===== config.mk =====
export PLATFORM = sky130hd
export DESIGN_NAME = uart_rx_fifo
export DESIGN_NICKNAME = d
export VERILOG_FILES = /design/src/rtl/uart_rx_fifo.sv
export SDC_FILE = /design/constraint.sdc
export NUM_CORES = 1
export LEC_CHECK = 0
export BUFFER_PORTS_ARGS = -buffer_cell sky130_fd_sc_hd__buf_2
export CAP_MARGIN = 10
export CORE_MARGIN = 4
export CORE_UTILIZATION = 65
export CTS_CLUSTER_DIAMETER = 120
export DETAILED_ROUTE_END_ITERATION = 7
export GPL_TIMING_DRIVEN = 0
export PLACE_DENSITY = 0.82
export SYNTH_ARGS = -nofsm -noshare
export SYNTH_HDL_FRONTEND = slang
export SYNTH_SLANG_ARGS = --single-unit

===== constraint.sdc =====
create_clock -name clk -period 9.7 [get_ports clk]
set_input_delay 1.94 -clock clk [delete_from_list [all_inputs] [get_ports clk]]
set_output_delay 1.94 -clock clk [all_outputs]
set_load 0.005 [all_outputs]

===== src/rtl/uart_rx_fifo.sv =====
// UART receiver (8N1, 16x oversampling) feeding a 2**ADDR_W-byte FIFO.
// Sticky overrun/framing flags; one pop per rising edge of the read level.
module uart_rx_fifo #(
  parameter int ADDR_W = 4
) (
  input  logic       clk,
  input  logic       reset,
  input  logic       baudclk16,
  input  logic       rx,
  output logic [7:0] data,
  output logic       ready,
  input  logic       read,
  input  logic       clear_errors,
  output logic       overrun,
  output logic       framing_error
);

  localparam int DEPTH = 2 ** ADDR_W;
  localparam logic [ADDR_W:0] PTR_ONE = 1;

  typedef enum logic [1:0] {IDLE, START, DATA, STOP} state_t;

  state_t            state;
  logic              rx_m, rx_s, read_q;
  logic [3:0]        tick;
  logic [2:0]        bit_idx;
  logic [7:0]        shreg;
  logic [7:0]        mem [DEPTH];
  logic [ADDR_W:0]   wr_ptr, rd_ptr;
  logic              push, frame_err, full, empty, pop, wr_en;

  // Stop-bit decision is taken combinationally so the push lands in the sample clk.
  always_comb begin
    push      = 1'b0;
    frame_err = 1'b0;
    if (baudclk16 && state == STOP && tick == 4'd15) begin
      push      = rx_s;
      frame_err = ~rx_s;
    end
  end

  assign empty = (wr_ptr == rd_ptr);
  assign full  = (wr_ptr[ADDR_W] != rd_ptr[ADDR_W]) &&
                 (wr_ptr[ADDR_W-1:0] == rd_ptr[ADDR_W-1:0]);
  assign pop   = read & ~read_q & ~empty;
  assign wr_en = push & (~full | pop);
  assign ready = ~empty;
  assign data  = mem[rd_ptr[ADDR_W-1:0]];

  always_ff @(posedge clk or posedge reset) begin
    if (reset) begin
      rx_m   <= 1'b1;
      rx_s   <= 1'b1;
      read_q <= 1'b0;
    end else begin
      rx_m   <= rx;
      rx_s   <= rx_m;
      read_q <= read;
    end
  end

  always_ff @(posedge clk or posedge reset) begin
    if (reset) begin
      state   <= IDLE;
      tick    <= '0;
      bit_idx <= '0;
      shreg   <= '0;
    end else if (baudclk16) begin
      case (state)
        IDLE: begin
          tick <= '0;
          if (!rx_s) state <= START;
        end
        START: begin
          if (tick == 4'd7) begin
            tick <= '0;
            if (!rx_s) begin
              state   <= DATA;
              bit_idx <= '0;
            end else begin
              state <= IDLE;
            end
          end else begin
            tick <= tick + 4'd1;
          end
        end
        DATA: begin
          if (tick == 4'd15) begin
            tick  <= '0;
            shreg <= {rx_s, shreg[7:1]};
            if (bit_idx == 3'd7) state <= STOP;
            else bit_idx <= bit_idx + 3'd1;
          end else begin
            tick <= tick + 4'd1;
          end
        end
        STOP: begin
          if (tick == 4'd15) begin
            tick  <= '0;
            state <= IDLE;
          end else begin
            tick <= tick + 4'd1;
          end
        end
        default: state <= IDLE;
      endcase
    end
  end

  // Memory is reset so that data reads 0 while the FIFO is empty after reset.
  always_ff @(posedge clk or posedge reset) begin
    if (reset) begin
      wr_ptr <= '0;
      rd_ptr <= '0;
      for (int unsigned i = 0; i < DEPTH; i++) mem[i] <= '0;
    end else begin
      if (wr_en) begin
        mem[wr_ptr[ADDR_W-1:0]] <= shreg;
        wr_ptr <= wr_ptr + PTR_ONE;
      end
      if (pop) rd_ptr <= rd_ptr + PTR_ONE;
    end
  end

  always_ff @(posedge clk or posedge reset) begin
    if (reset) begin
      overrun       <= 1'b0;
      framing_error <= 1'b0;
    end else begin
      if (push && full && !pop) overrun <= 1'b1;
      else if (clear_errors)     overrun <= 1'b0;
      if (frame_err)             framing_error <= 1'b1;
      else if (clear_errors)     framing_error <= 1'b0;
    end
  end

endmodule


==> results.py, run 1 <==
metrics = {
    "clocking": {
        "cts_resized": 0,
        "clock-sinks": 160,
        "postCtsHoldBufs": 0,
        "cts_buffers": 17,
        "tritoncts": "yes",
        "cts.path.max_buffers": 2,
        "cts-root-buf": "clkbuf_16",
        "clk_pin_slew_worst_paths_ns": 0.06,
        "clock_latency_ns": 0.43,
        "ctsHtreeMaxLevel": 4,
        "cts_setup_buffers": 0,
    },
    "setup_path": {
        "worstSetupPathType": "register to output port",
        "required_ns": 7.76,
        "crit_chain": "buf_2 -> buf_1 -> mux4_2 -> a22oi_1 -> nand2_1 -> buf_2",
        "arrival_ns": 2.75,
        "cp_top_family": "buffers and inverters",
        "slowest_stage": "buf_1",
        "cp_max_fo": 10,
        "cp_num_buf_inv": 3,
        "max_stage_delay_ns": 0.62,
        "cp-end-kind": "output port",
        "start_kind": "register",
        "path_common_cell": "buf_2",
    },
    "layout": {
        "final_nets": 543,
        "drive_gt1_share_pct": 47.6,
        "insertedDiodeCount": 0,
        "syn2layout_area_growth_pct": 11.3,
    },
    "logic_synthesis": {
        "synth_top_area_cell": "dfrtp_1",
        "synth_seq_cells": 160,
        "synth_warnings": 0,
        "async_flop_share_pct": 100,
        "synth_area_sq_um": 7620,
        "synthDistinctLibCells": 44,
        "synth_top_area_share_pct": 51.9,
        "yosys-top-cells-area": "dfrtp_1 52%, mux2_2 20%, mux4_2 9.5%",
        "syn-num-nets": 507,
        "syn_avg_cell_area_sq_um": 15.5,
        "ys_seq_area_share_pct": 52.6,
        "synth_edf_count": 0,
        "synth_cells": 493,
        "synth_ff_type": "dfrtp_1",
    },
    "die": {
        "floorplan.initialDensity_pct": 66.5,
        "fp.dieW_um": 116,
        "die_area_sq_um": 13500,
        "io_pins": 17,
        "placement_rows": 39,
        "die_h_um": 116,
        "core_area_sq_um": 11500,
    },
    "global_route": {
        "grt_first_pass_wirelength_um": 25500,
        "overflow": 0,
        "grt_pass1_vias": 4821,
        "antenna_found_initial": 0,
        "grt.total_usage_pct": 25.7,
        "grt_max_degree": 107,
    },
    "sta": {
        "slew_viol_final": 0,
        "finalSetupViolations": 0,
        "worst_pin_slew_ns": 0.995,
        "maxSlewHeadroom_pct": 33.4,
        "fin_crit_sh_pct": 48.3,
        "post-route-min-period_ns": 4.69,
        "rsz0062_at_grt": "no",
        "hold_viol": 0,
        "clock_skew_ns": 0.0102,
        "fmax_mhz": 213,
        "fin_hold_ws_ns": 0.356,
        "setup-tns-final_ns": 0,
    },
    "worst_hold_path": {
        "worstHoldPathType": "register to register",
    },
    "power": {
        "p_comb_share_pct": 5.3,
        "intPower_mw": 1.09,
        "switching_share_pct": 22.7,
        "p_sw_mw": 0.319,
        "power_frac_clock_pct": 46.1,
        "p_leak_nw": 4.05,
        "p_per_area_nw_per_um2": 166,
        "peakVddDrop_uv": 166,
        "seqPwrFrac_pct": 48.7,
    },
    "drt": {
        "drt_iter0_drc": 418,
        "ant_nets": 0,
        "wire_per_inst_um": 22.8,
        "drc": 0,
        "viasPerCell": 6.45,
        "wirelength_um": 15600,
        "drt_pass1_iterations": 4,
        "num_vias": 4405,
    },
    "place": {
        "port_buffers": 16,
        "detailed_place_hpwl_um": 10500,
        "gp_congestion": 0.836,
    },
    "run": {
        "drv_cap": 0,
    },
    "run_status": {
        "outcome": "finished clean",
    },
}
## through the flow
step	worst slack (ns)	instances	power, mW	instance area, sq um	util (%)
after global routing	4.83	683	1.46	8490	74.0
after detailed placement	5.43	653	0.773	7920	69.0
after CTS	4.96	683	1.42	8490	74.0
after floorplan	3.44	493	0.753	7620	-
after global placement	2.01	652	0.765	7880	68.7
final	5.01	683	1.41	8490	74.0
## synthesized netlist by cell type (8+ instances only)
cell / count
nand2_1: 12
clkbuf_1: 17
o2111ai_4: 8
a22oi_1: 16
nor2_1: 10
mux2_2: 136
xnor2_1: 12
ha_1: 8
mux4_2: 32
mux2_4: 8
buf_2: 9
dfrtp_1: 158
## power groups by stage
| stage | sequential (mW) | clock, mW | combinational (mW) |
|---|---|---|---|
| 6_report | 0.686 | 0.649 | 0.0741 |
| 5_1_grt | 0.687 | 0.685 | 0.0839 |
| 4_1_cts | 0.686 | 0.655 | 0.0751 |
| 3_5_place_dp | 0.698 | 0 | 0.0749 |
| 3_3_place_gp | 0.697 | 0 | 0.0678 |
| 2_1_floorplan | 0.696 | 0 | 0.0572 |
## per-layer routing
| metal | routed length, um | GRT usage [%] |
|---|---|---|
| met4 | 460 | 11.8 |
| met5 | 0 | 0 |
| met2 | 7780 | 40.3 |
| met3 | 567 | 6.01 |
| met1 | 6750 | 34.4 |
## final cells by class
type | instances | area (sq um)
flip-flops and latches | 160 | 4010
multi-input cells | 296 | 3450
fillers | 704 | 2980
clock buffers | 22 | 494
well taps | 143 | 179
plain buffers | 32 | 146
repair buffers | 17 | 108
clock inverters | 8 | 78.8
inverters | 5 | 23.8
## placed cells by master (no fill, tap or decap), drive strengths merged, types with 2 or more instances in the layout
master	n
nand4	3
mux2	144
inv	7
clkinv	4
o211ai	7
o2bb2ai	2
clkbuf	39
xnor2	13
dfstp	2
nand2	12
ha	8
and3	5
nand3b	2
nand3	2
buf	32
mux4	32
o21ai	5
nor2	10
dfrtp	158
a22oi	16
and2	4
nor2b	5
o2111ai	13
and3b	2
## worst paths after layout
path	slack, ns	cells after the start	endpoint	start
worst max-delay path	5.01	6	data[4]	rd_ptr[0]
worst min register to register	0.36	0	rx_s	rx_m
worst min-delay path	0.36	0	rx_s	rx_m
max in group asynchronous	7.25	3	mem[38]	reset
min in group asynchronous	1.57	2	mem[77]	reset
worst max register to register	7.29	6	mem[6]	rd_ptr[1]
## flip-flops by register name (all words and copies together), names as in the netlist, named ones only
name / count
mem: 128
shreg: 8
rd_ptr: 5
wr_ptr: 5
tick: 4
bit_idx: 3
framing_error: 1
overrun: 1
read_q: 1
rx_m: 1
rx_s: 1
state: 1
## kinds of logic (layout without fill, tap and decap cells)
logic type / count (synthesis) / count (layout) / share of synthesized area (%)
xor gates and xnor gates: 14 / 14 / 1.71
muxes: 176 / 176 / 31.1
buffers and inverters: 37 / 84 / 2.17
AOI/OAI and AO/OA: 49 / 49 / 7.65
and+or+nand+nor: 49 / 49 / 3.50
adders and majority gates: 8 / 8 / 1.31
DFF: 160 / 160 / 52.6
Power figures use the tool's default switching activity.
==> run 2, diff against run 1 <==
- CORE_UTILIZATION: 65 -> 63
- PLACE_DENSITY: 0.82 -> 0.8
- clock period: 9.7 -> 4.69 ns (I/O delays scaled with it)
==> results.py, run 2 (synthesized netlist as in run 1, its figures left out) <==
metrics = {
    "run_status": {
        "outcome": "finished clean",
    },
    "setup_path": {
        "cp_max_fo": 10,
        "path_common_cell": "buf_2",
        "start_kind": "register",
        "slowest_stage": "buf_1",
        "max_stage_delay_ns": 0.64,
        "crit_chain": "buf_2 -> buf_1 -> mux4_2 -> a22oi_1 -> nand2_1 -> buf_2",
        "cp-end-kind": "output port",
        "worstSetupPathType": "register to output port",
        "required_ns": 3.75,
        "arrival_ns": 2.88,
        "regToRegSetupSlack_ns": 2.28,
    },
    "sta": {
        "slew_viol_final": 0,
        "fmax_mhz": 262,
        "post-route-min-period_ns": 3.82,
        "rsz0062_at_grt": "no",
        "clock_skew_ns": 0.00991,
        "setup-tns-final_ns": 0,
        "hold_viol": 0,
        "fin_crit_sh_pct": 81.5,
        "maxSlewHeadroom_pct": 40.4,
        "finalSetupViolations": 0,
        "worst_pin_slew_ns": 0.890,
        "finalWorstSetupSlack_ns": 0.869,
    },
    "clocking": {
        "clock-sinks": 160,
        "tritoncts": "yes",
        "clock_latency_ns": 0.43,
        "cts.path.max_buffers": 2,
        "postCtsHoldBufs": 0,
        "ctsHtreeMaxLevel": 4,
        "cts_resized": 0,
        "cts_setup_buffers": 0,
        "cts-root-buf": "clkbuf_16",
        "clk_pin_slew_worst_paths_ns": 0.07,
        "cts_buffers": 17,
    },
    "die": {
        "placement_rows": 39,
        "core_area_sq_um": 11600,
        "fp.dieW_um": 118,
        "io_pins": 17,
        "floorplan.initialDensity_pct": 65.6,
        "die_area_sq_um": 13900,
        "die_h_um": 118,
    },
    "drt": {
        "drc": 0,
        "ant_nets": 0,
        "viasPerCell": 6.38,
        "drt_iter0_drc": 449,
        "wirelength_um": 15800,
        "wire_per_inst_um": 23.0,
        "num_vias": 4381,
        "drt_pass1_iterations": 4,
    },
    "power": {
        "p_leak_nw": 4.09,
        "peakVddDrop_uv": 308,
        "total_power_mw": 3.08,
        "p_per_area_nw_per_um2": 359,
    },
    "layout": {
        "nFillCells": 716,
        "insertedDiodeCount": 0,
        "final_cell_mix": "158 x dfrtp_1, 136 x mux2_2, 32 x mux4_2",
        "largest_reg_flops": 128,
        "drive_gt1_share_pct": 48.0,
        "regMostFlops": "mem",
        "syn2layout_area_growth_pct": 12.8,
        "layout_commonest_cell": "dfrtp_1",
        "stdcell_count": 687,
        "top_regs": "mem (128), shreg (8)",
        "final_nets": 545,
    },
    "global_route": {
        "overflow": 0,
        "antenna_found_initial": 0,
        "grt_first_pass_wirelength_um": 26300,
        "grt.total_usage_pct": 24.7,
        "grt_max_degree": 44,
        "grt_pass1_vias": 4734,
    },
    "place": {
        "detailed_place_hpwl_um": 10600,
        "dp_cells": 655,
        "gp_congestion": 0.831,
        "pre_cts_ws_ns": 1.29,
        "port_buffers": 16,
    },
    "worst_hold_path": {
        "worstHoldPathType": "register to register",
    },
    "run": {
        "drv_cap": 0,
    },
}
==> run 2: changes by cell type in the layout (fill, tap and decap cells not counted), moves of 2 or more <==
cell,change
buf_12,+3
clkinv_2,-2
inv_8,+3
clkinv_4,+2
bufinv_16,+3
clkbuf_8,-5
==> run 2: power by group <==
group          total (mW)  switching [mW]  internal [mW]
Sequential           1.42          0.0177           1.40
Combinational       0.154          0.0953         0.0584
Clock                1.51           0.601          0.910
Total                3.08           0.714           2.37
==> run 2: worst paths after layout <==
path,startpoint,to,cells after the start
min in group asynchronous,reset,wr_ptr[1],2
min,rx_m,rx_s,0
max in group asynchronous,reset,mem[52],5
max reg2reg,rd_ptr[0],mem[5],6
min reg2reg,rx_m,rx_s,0
max,rd_ptr[0],data[4],6
==> run 2: routing by layer <==
| metal | global-route usage [%] | part of all wire (%) | vias up |
|---|---|---|---|
| met5 | 0 | 0 | - |
| met4 | 10.3 | 2.7 | 0 |
| met3 | 5.05 | 3.8 | 27 |
| met2 | 39.1 | 50 | 87 |
| met1 | 33.7 | 43 | 2321 |
| li1 | - | - | 1946 |
==> run 2: area by class of cell <==
| class | count | area, sq um | area share, % |
|---|---|---|---|
| Sequential cell | 160 | 4010 | 46.6 |
| Buffer | 32 | 146 | 1.70 |
| Inverter | 5 | 22.5 | 0.262 |
| Timing Repair Buffer | 19 | 140 | 1.63 |
| Tap cell | 143 | 179 | 2.08 |
| Multi-Input combinational cell | 296 | 3450 | 40.1 |
| Clock inverter | 15 | 226 | 2.63 |
| Clock buffer | 17 | 425 | 4.95 |
==> run 2: stage by stage <==
stage	hold slack [ns]	cell area, sq um	util [%]
final	0.358	8600	74.0
after global routing	0.363	8600	74.0
after CTS	0.360	8600	74.0
after detailed placement	0.350	7950	68.4
after global placement	0.346	7890	67.9
after floorplan	0.345	7630	-
==> run 2: critical path, delay by kind of cell, from the launching register on <==
family	cells	cell delay [ns]
compound gates	1	0.26
simple gates	1	0.13
flops	1	0.36
buf+inv	3	1.12
mux	1	0.59
